File: src/rtl/rv32_dmem_arbiter.sv
// Two-requester (core LSU, host loader) arbiter for the single data-memory macro.
// Optional same-cycle write-to-read forwarding is enabled by defining DMEM_ARB_FWD_EN.
module rv32_dmem_arbiter #(
   parameter int unsigned ADDR_W   = 13,
   parameter int unsigned DATA_W   = 32,
   parameter int unsigned MAX_WAIT = 4
) (
   input  logic              clock,
   input  logic              rst_n,
   input  logic              core_req,
   input  logic              core_we,
   input  logic [ADDR_W-1:0] core_addr,
   input  logic [DATA_W-1:0] core_wdata,
   output logic              core_gnt,
   output logic              core_rvalid,
   output logic [DATA_W-1:0] core_rdata,
   input  logic              host_req,
   input  logic              host_we,
   input  logic [ADDR_W-1:0] host_addr,
   input  logic [DATA_W-1:0] host_wdata,
   output logic              host_gnt,
   output logic              host_rvalid,
   output logic [DATA_W-1:0] host_rdata,
   output logic [DATA_W-1:0] mem_data,
   output logic [ADDR_W-1:0] mem_wraddress,
   output logic              mem_wren,
   output logic [ADDR_W-1:0] mem_rdaddress,
   input  logic [DATA_W-1:0] mem_q
);

   localparam int unsigned CNT_W = 4;
   localparam logic [CNT_W-1:0] WAIT_MAX = CNT_W'(MAX_WAIT);

   logic             core_wr_cand, host_wr_cand, core_rd_cand, host_rd_cand;
   logic             core_wr_gnt, host_wr_gnt, core_rd_gnt, host_rd_gnt;
   logic [CNT_W-1:0] wr_wait, rd_wait, wr_wait_nxt, rd_wait_nxt;
   logic             rd_pend, rd_owner;
   logic [DATA_W-1:0] rd_data;

   // Independent fixed-priority arbitration per port; host wins once its wait saturates.
   always_comb begin
      core_wr_cand = rst_n & core_req & core_we;
      host_wr_cand = rst_n & host_req & host_we;
      core_rd_cand = rst_n & core_req & ~core_we;
      host_rd_cand = rst_n & host_req & ~host_we;

      host_wr_gnt = host_wr_cand & (~core_wr_cand | (wr_wait == WAIT_MAX));
      core_wr_gnt = core_wr_cand & ~host_wr_gnt;
      host_rd_gnt = host_rd_cand & (~core_rd_cand | (rd_wait == WAIT_MAX));
      core_rd_gnt = core_rd_cand & ~host_rd_gnt;

      wr_wait_nxt = '0;
      rd_wait_nxt = '0;
      if (host_wr_cand && !host_wr_gnt)
         wr_wait_nxt = (wr_wait == WAIT_MAX) ? wr_wait : wr_wait + CNT_W'(1);
      if (host_rd_cand && !host_rd_gnt)
         rd_wait_nxt = (rd_wait == WAIT_MAX) ? rd_wait : rd_wait + CNT_W'(1);
   end

   assign core_gnt = core_wr_gnt | core_rd_gnt;
   assign host_gnt = host_wr_gnt | host_rd_gnt;

   // Memory-side steering; idle write port carries the core's values, all zero in reset.
   assign mem_wren      = core_wr_gnt | host_wr_gnt;
   assign mem_wraddress = !rst_n ? '0 : (host_wr_gnt ? host_addr  : core_addr);
   assign mem_data      = !rst_n ? '0 : (host_wr_gnt ? host_wdata : core_wdata);
   assign mem_rdaddress = !rst_n ? '0 : (host_rd_gnt ? host_addr  : core_addr);

   always_ff @(posedge clock or negedge rst_n) begin
      if (!rst_n) begin
         wr_wait  <= '0;
         rd_wait  <= '0;
         rd_pend  <= 1'b0;
         rd_owner <= 1'b0;
      end else begin
         wr_wait  <= wr_wait_nxt;
         rd_wait  <= rd_wait_nxt;
         rd_pend  <= core_rd_gnt | host_rd_gnt;
         rd_owner <= host_rd_gnt;
      end
   end

`ifdef DMEM_ARB_FWD_EN
   logic              fwd;
   logic [DATA_W-1:0] fwd_data;

   // Same-cycle same-address read/write returns the freshly written word.
   always_ff @(posedge clock or negedge rst_n) begin
      if (!rst_n) begin
         fwd      <= 1'b0;
         fwd_data <= '0;
      end else begin
         fwd      <= (core_rd_gnt | host_rd_gnt) & mem_wren & (mem_rdaddress == mem_wraddress);
         fwd_data <= mem_data;
      end
   end

   assign rd_data = fwd ? fwd_data : mem_q;
`else
   assign rd_data = mem_q;
`endif

   assign core_rvalid = rd_pend & ~rd_owner;
   assign host_rvalid = rd_pend & rd_owner;
   assign core_rdata  = core_rvalid ? rd_data : '0;
   assign host_rdata  = host_rvalid ? rd_data : '0;

endmodule

File: config.mk
export PLATFORM = sky130hd
export DESIGN_NAME = rv32_dmem_arbiter
export DESIGN_NICKNAME = d
export VERILOG_FILES = /design/src/rtl/rv32_dmem_arbiter.sv
export SDC_FILE = /design/constraint.sdc
export NUM_CORES = 1
export LEC_CHECK = 0
export BUFFER_PORTS_ARGS = -buffer_cell sky130_fd_sc_hd__buf_2
export CAP_MARGIN = 10
export CORE_AREA = 2 2 99 101
export DETAILED_ROUTE_END_ITERATION = 6
export DIE_AREA = 0 0 101 103
export PLACE_DENSITY = 0.59
export SYNTH_ARGS = -nofsm -noshare
export SYNTH_HDL_FRONTEND = slang
export SYNTH_SLANG_ARGS = --single-unit
File: constraint.sdc
create_clock -name clock -period 5.2 [get_ports clock]
set_input_delay 1.3 -clock clock [delete_from_list [all_inputs] [get_ports clock]]
set_output_delay 1.3 -clock clock [all_outputs]
set_load 0.02 [all_outputs]
Word-level counts from Yosys, hierarchy flattened

Cells that the tools add are included.

Flip-flop bits (word level): 10
Input port bits: 128
Output and inout bits: 127
Logic and storage cells: 51

Add/sub/neg operators: 2
Equality and inequality tests: 4
Muxes and demuxes: 12
Bitwise operators: 25
Reductions and logical operators: 4

Operators with widths:

| kind                                           | count |
|---|---|
| two-way mux 32 bit                             | 4 |
| two-way mux 13 bit                             | 4 |
| two-way mux 4 bit                              | 4 |
| bitwise AND 1 bit                              | 12 |
| adder 4 x 1 -> 4 bit (second input constant)   | 2 |
| == test 4 x 3 -> 1 bit (second input constant) | 2 |
| NOT 1 bit                                      | 7 |
| bitwise OR 1 bit                               | 6 |
| != test 2 bit (second input constant)          | 2 |
| logical AND 1 bit                              | 2 |
| logical NOT 1 bit                              | 2 |

Longest topological paths before layout

Depth in word-level cells: 8
Mapped depth: 7
Depth with buffers taken out: 5

Least setup slack after synthesis

Ideal clock, no wire load.

Path kind: in2out
Start: input rst_n
End: output mem_data[10]
Arrival time: 2.495 ns
Data required time: 3.900 ns
Setup slack: 1.405 ns
Cell stages on the path: 6
Cell sequence: buf_2 > and3_1 > a21o_1 > buf_6 > buf_6 > mux2i_1

Cells in the longest elaborated chain, start to end: 7
Elaborated cells between the ends (all ways): 9
Classes of those cells: mux (2); bitwise (7)

RTL lines:

| what                            | RTL line | text |
|---|---|---|
| start, declared                 | 9        | `input logic rst_n,` |
| bitwise AND 1 bit (2 in series) | 42       | `core_wr_cand = rst_n & core_req & core_we;` |
| NOT 1 bit                       | 47       | `host_wr_gnt = host_wr_cand & (~core_wr_cand \| (wr_wait == WAIT_MAX));` |
| bitwise OR 1 bit                | 47       |  |
| bitwise AND 1 bit               | 47       |  |
| two-way mux 32 bit              | 66       | `assign mem_data = !rst_n ? '0 : (host_wr_gnt ? host_wdata : core_wdata);` |
| two-way mux 32 bit (*)          | 66       |  |
| end, declared                   | 24       | `output logic [DATA_W-1:0] mem_data,` |

Mark *: on every way between the ends. The rest lies on a longest branch, timed or not.

Worst setup path in the final report

Start: input rst_n
End: output mem_wraddress[4]

Cells in the longest elaborated chain, start to end: 7
Elaborated cells between the ends (all ways): 9
Classes of those cells: mux (2); bitwise (7)

RTL lines:

| what                            | RTL line | text |
|---|---|---|
| bitwise AND 1 bit (2 in series) | 42       |  |
| NOT 1 bit                       | 47       |  |
| bitwise OR 1 bit                | 47       |  |
| bitwise AND 1 bit               | 47       |  |
| two-way mux 13 bit              | 65       | `assign mem_wraddress = !rst_n ? '0 : (host_wr_gnt ? host_addr : core_addr);` |
| two-way mux 13 bit (*)          | 65       |  |
| end, declared                   | 25       | `output logic [ADDR_W-1:0] mem_wraddress,` |

Marks and branches as above.

==> flow_summary.ini <==
[clock_network]
clk_latency_ns = 0.23
cts_sinks = 10
hold_buffers = 0
clockRootBuffer = clkbuf_8
htreeDepth = 1
cts_made_buffers = 3
cts_tree = done
cts_setup_buffers = 0
ctsResizeCount = 0
clk_pin_slew_ns = 0.04
clk_path_buf_depth = 2

[place]
gp_congestion = 0.832
dp_hpwl_um = 6880
io_buffers = 254

[power_and_ir_drop]
ir_drop_v = 0.0000653
swShare_pct = 43.3
clock_power_share_pct = 19.5
power.density_nw_per_um2 = 121
p_leak_nw = 2.57
p_int_w = 0.000229
power_switching_w = 0.000175
seqPwrFrac_pct = 21.0
comb_power_share_pct = 59.5

[setup_path]
path_cells = buf_2 -> and3_1 -> a21o_2 -> buf_12 -> mux2i_1 -> buf_2
critical_path_required_ns = 3.90
cp_max_fo = 35
critPathBufInv = 3
rr_worst_depth = 5
timing.rr.start = rd_wait[0]$_DFFE_PN0P_
critPathSlowestCell = a21o_2
path_delay_family = buffers and inverters
end_kind = output pin
path_class = in2out
critPathLaunchType = input pin
worst_path_most_repeated_cell = buf_2
cp.arrival_ns = 2.93
r2r-end = rd_owner$_DFF_PN0_
worst-r2r-setup-slack_ns = 3.55
cpPeakStageDelay_ns = 0.37

[outcome]
status = complete, no violations

[sta]
fin_crit_ns = 4.23
fmax_ghz = 0.237
rsz0062_at_grt = no
hold_violations = 0
setup_viol = 0
maxSlewHeadroom_pct = 43.0
skew_ns = 0.00344
tightest_slew_ns = 0.855
final_max_slew_viol_count = 0
finalSetupTns_ns = 0
timing.hold.ws_ns = 0.474
fin_crit_sh_pct = 81.3

[grt]
grt_pass1_wl_um = 11000
grt_usage_pct = 13.1
grt_pass1_vias = 2338
overflow = 0
antenna_found_initial = 0
grt_max_degree = 63

[logic_synthesis]
yosysUniqueCellTypes = 20
syn_nets = 420
synth_top_area_share_pct = 29.4
synth_edf_count = 0
yosys.area.top_type = mux2i_1
netlist_top_cells_area = mux2i_1 (29%), dfrtp_1 (13%), nand2_1 (12%), and2_1 (10%), and3_1 (10%)
ys_ff_latch = 10
synth_warnings = 0
yosysMostFrequentCell = nand2_1
netlist_area_um2 = 1980
yosysSeqAreaShare_pct = 12.7
synth_area_per_cell_um2 = 6.86
syn_inst = 288
async_flop_share_pct = 100
ys_top_cells_by_count = nand2_1 (61), mux2i_1 (58), inv_1 (39), and2_1 (33), and3_1 (33)
synth_ff_type = dfrtp_1

[die]
die_area_um2 = 10400
num_rows = 36
die_h_um = 103
coreArea_um2 = 9460
start_util_pct = 20.9
io_pins = 255
die_w_um = 101

[detailed_routing]
drc_errors = 0
drt_iter0_markers = 43
drt_pass1_iterations = 4
num_vias = 2745
viasPerCell = 4.30
wl_per_cell_um = 12.5
detail-route-antenna-nets = 0
totalWireLength_um = 7970

[min_path]
hold_class = reg2reg
holdPathStages = 1
min-delay-start = rd_wait[0]$_DFFE_PN0P_
holdPathEnd = rd_wait[0]$_DFFE_PN0P_

[flow_run]
drv_cap = 0

[cells_and_area]
layout.nets = 659
fill_cells = 1019
area_growth_pct = 68.7
antenna_cells = 0
drive_above_1_share_pct = 50.1
## how the worst max path moves through the flow
| stage | slack (ns) | startpoint | cells past startpoint | endpoint |
|---|---|---|---|---|
| 2_1_floorplan | 1.40 | rst_n | 6 | mem_data[10] |
| 3_3_place_gp | 0.99 | rst_n | 6 | mem_wraddress[4] |
| 3_5_place_dp | 0.96 | rst_n | 6 | mem_data[26] |
| 4_1_cts | 0.96 | rst_n | 6 | mem_wraddress[4] |
| 5_1_grt | 0.82 | rst_n | 5 | mem_rdaddress[5] |
| 6_report | 0.97 | rst_n | 6 | mem_wraddress[4] |
## power groups by stage
stage | Sequential [W] | Clock (W) | Combinational, W
2_1_floorplan | 0.0000812 | 0 | 0.000141
3_3_place_gp | 0.0000855 | 0 | 0.000242
3_5_place_dp | 0.0000859 | 0 | 0.000244
4_1_cts | 0.0000847 | 0.0000809 | 0.000244
5_1_grt | 0.0000854 | 0.0000859 | 0.000264
6_report | 0.0000848 | 0.0000790 | 0.000241
## metal layers
metal,vias up,routed length [um],global-route usage (%)
met2,167,4110,25.8
met1,1182,2990,14.2
li1,1392,-,-
met5,-,0,0
met4,0,56,1.87
met3,4,805,3.46
## final cells by class
class	instances	area, um2	area share, %
Tap cell	114	143	4.28
Timing Repair Buffer	257	1310	39.2
Sequential cell	10	250	7.51
Inverter	39	146	4.39
Clock buffer	3	41.3	1.24
Multi-Input combinational cell	216	1450	43.4
## cell families (layout without fill, tap and decap cells)
kind of cell / Yosys count / count (layout) / synth area share (%)
multiplexers: 58 / 58 / 29.4
XOR/XNOR: 4 / 4 / 1.77
adder cells (fa/ha/maj): 4 / 4 / 2.53
AND/OR/NAND/NOR: 147 / 147 / 38.2
flip-flops: 10 / 10 / 12.7
buffers and inverters: 62 / 299 / 14.2
AO/OA/AOI/OAI: 3 / 3 / 1.20
## state kept, by name, summed over array words and instances, names as in the netlist
| register | count |
|---|---|
| rd_wait | 4 |
| wr_wait | 4 |
| rd_owner | 1 |
| rd_pend | 1 |
## stage by stage
stage          worst slack, ns  power (W)  util (%)  std cells  cell area (um2)
2_1_floorplan             1.40   0.000222         -        288             1980
3_3_place_gp             0.991   0.000327      34.8        636             3290
3_5_place_dp             0.961   0.000330      34.8        636             3290
4_1_cts                  0.958   0.000410      35.2        639             3330
5_1_grt                  0.823   0.000436      35.2        639             3330
6_report                 0.973   0.000405      35.2        639             3330
## layout by cell type (no fill, tap or decap), types with 2 or more instances in the layout
cell type and instances:
and2_1 33, and3_1 33, buf_2 254, buf_4 2
clkbuf_8 3, dfrtp_1 10, ha_1 4, inv_1 39
mux2i_1 58, nand2_1 61, nand3_1 4, nand3b_1 4
nor2_1 8, or3b_2 2, xnor2_1 2, xor2_1 2
Note: power is estimated with default switching activity, not from simulation.
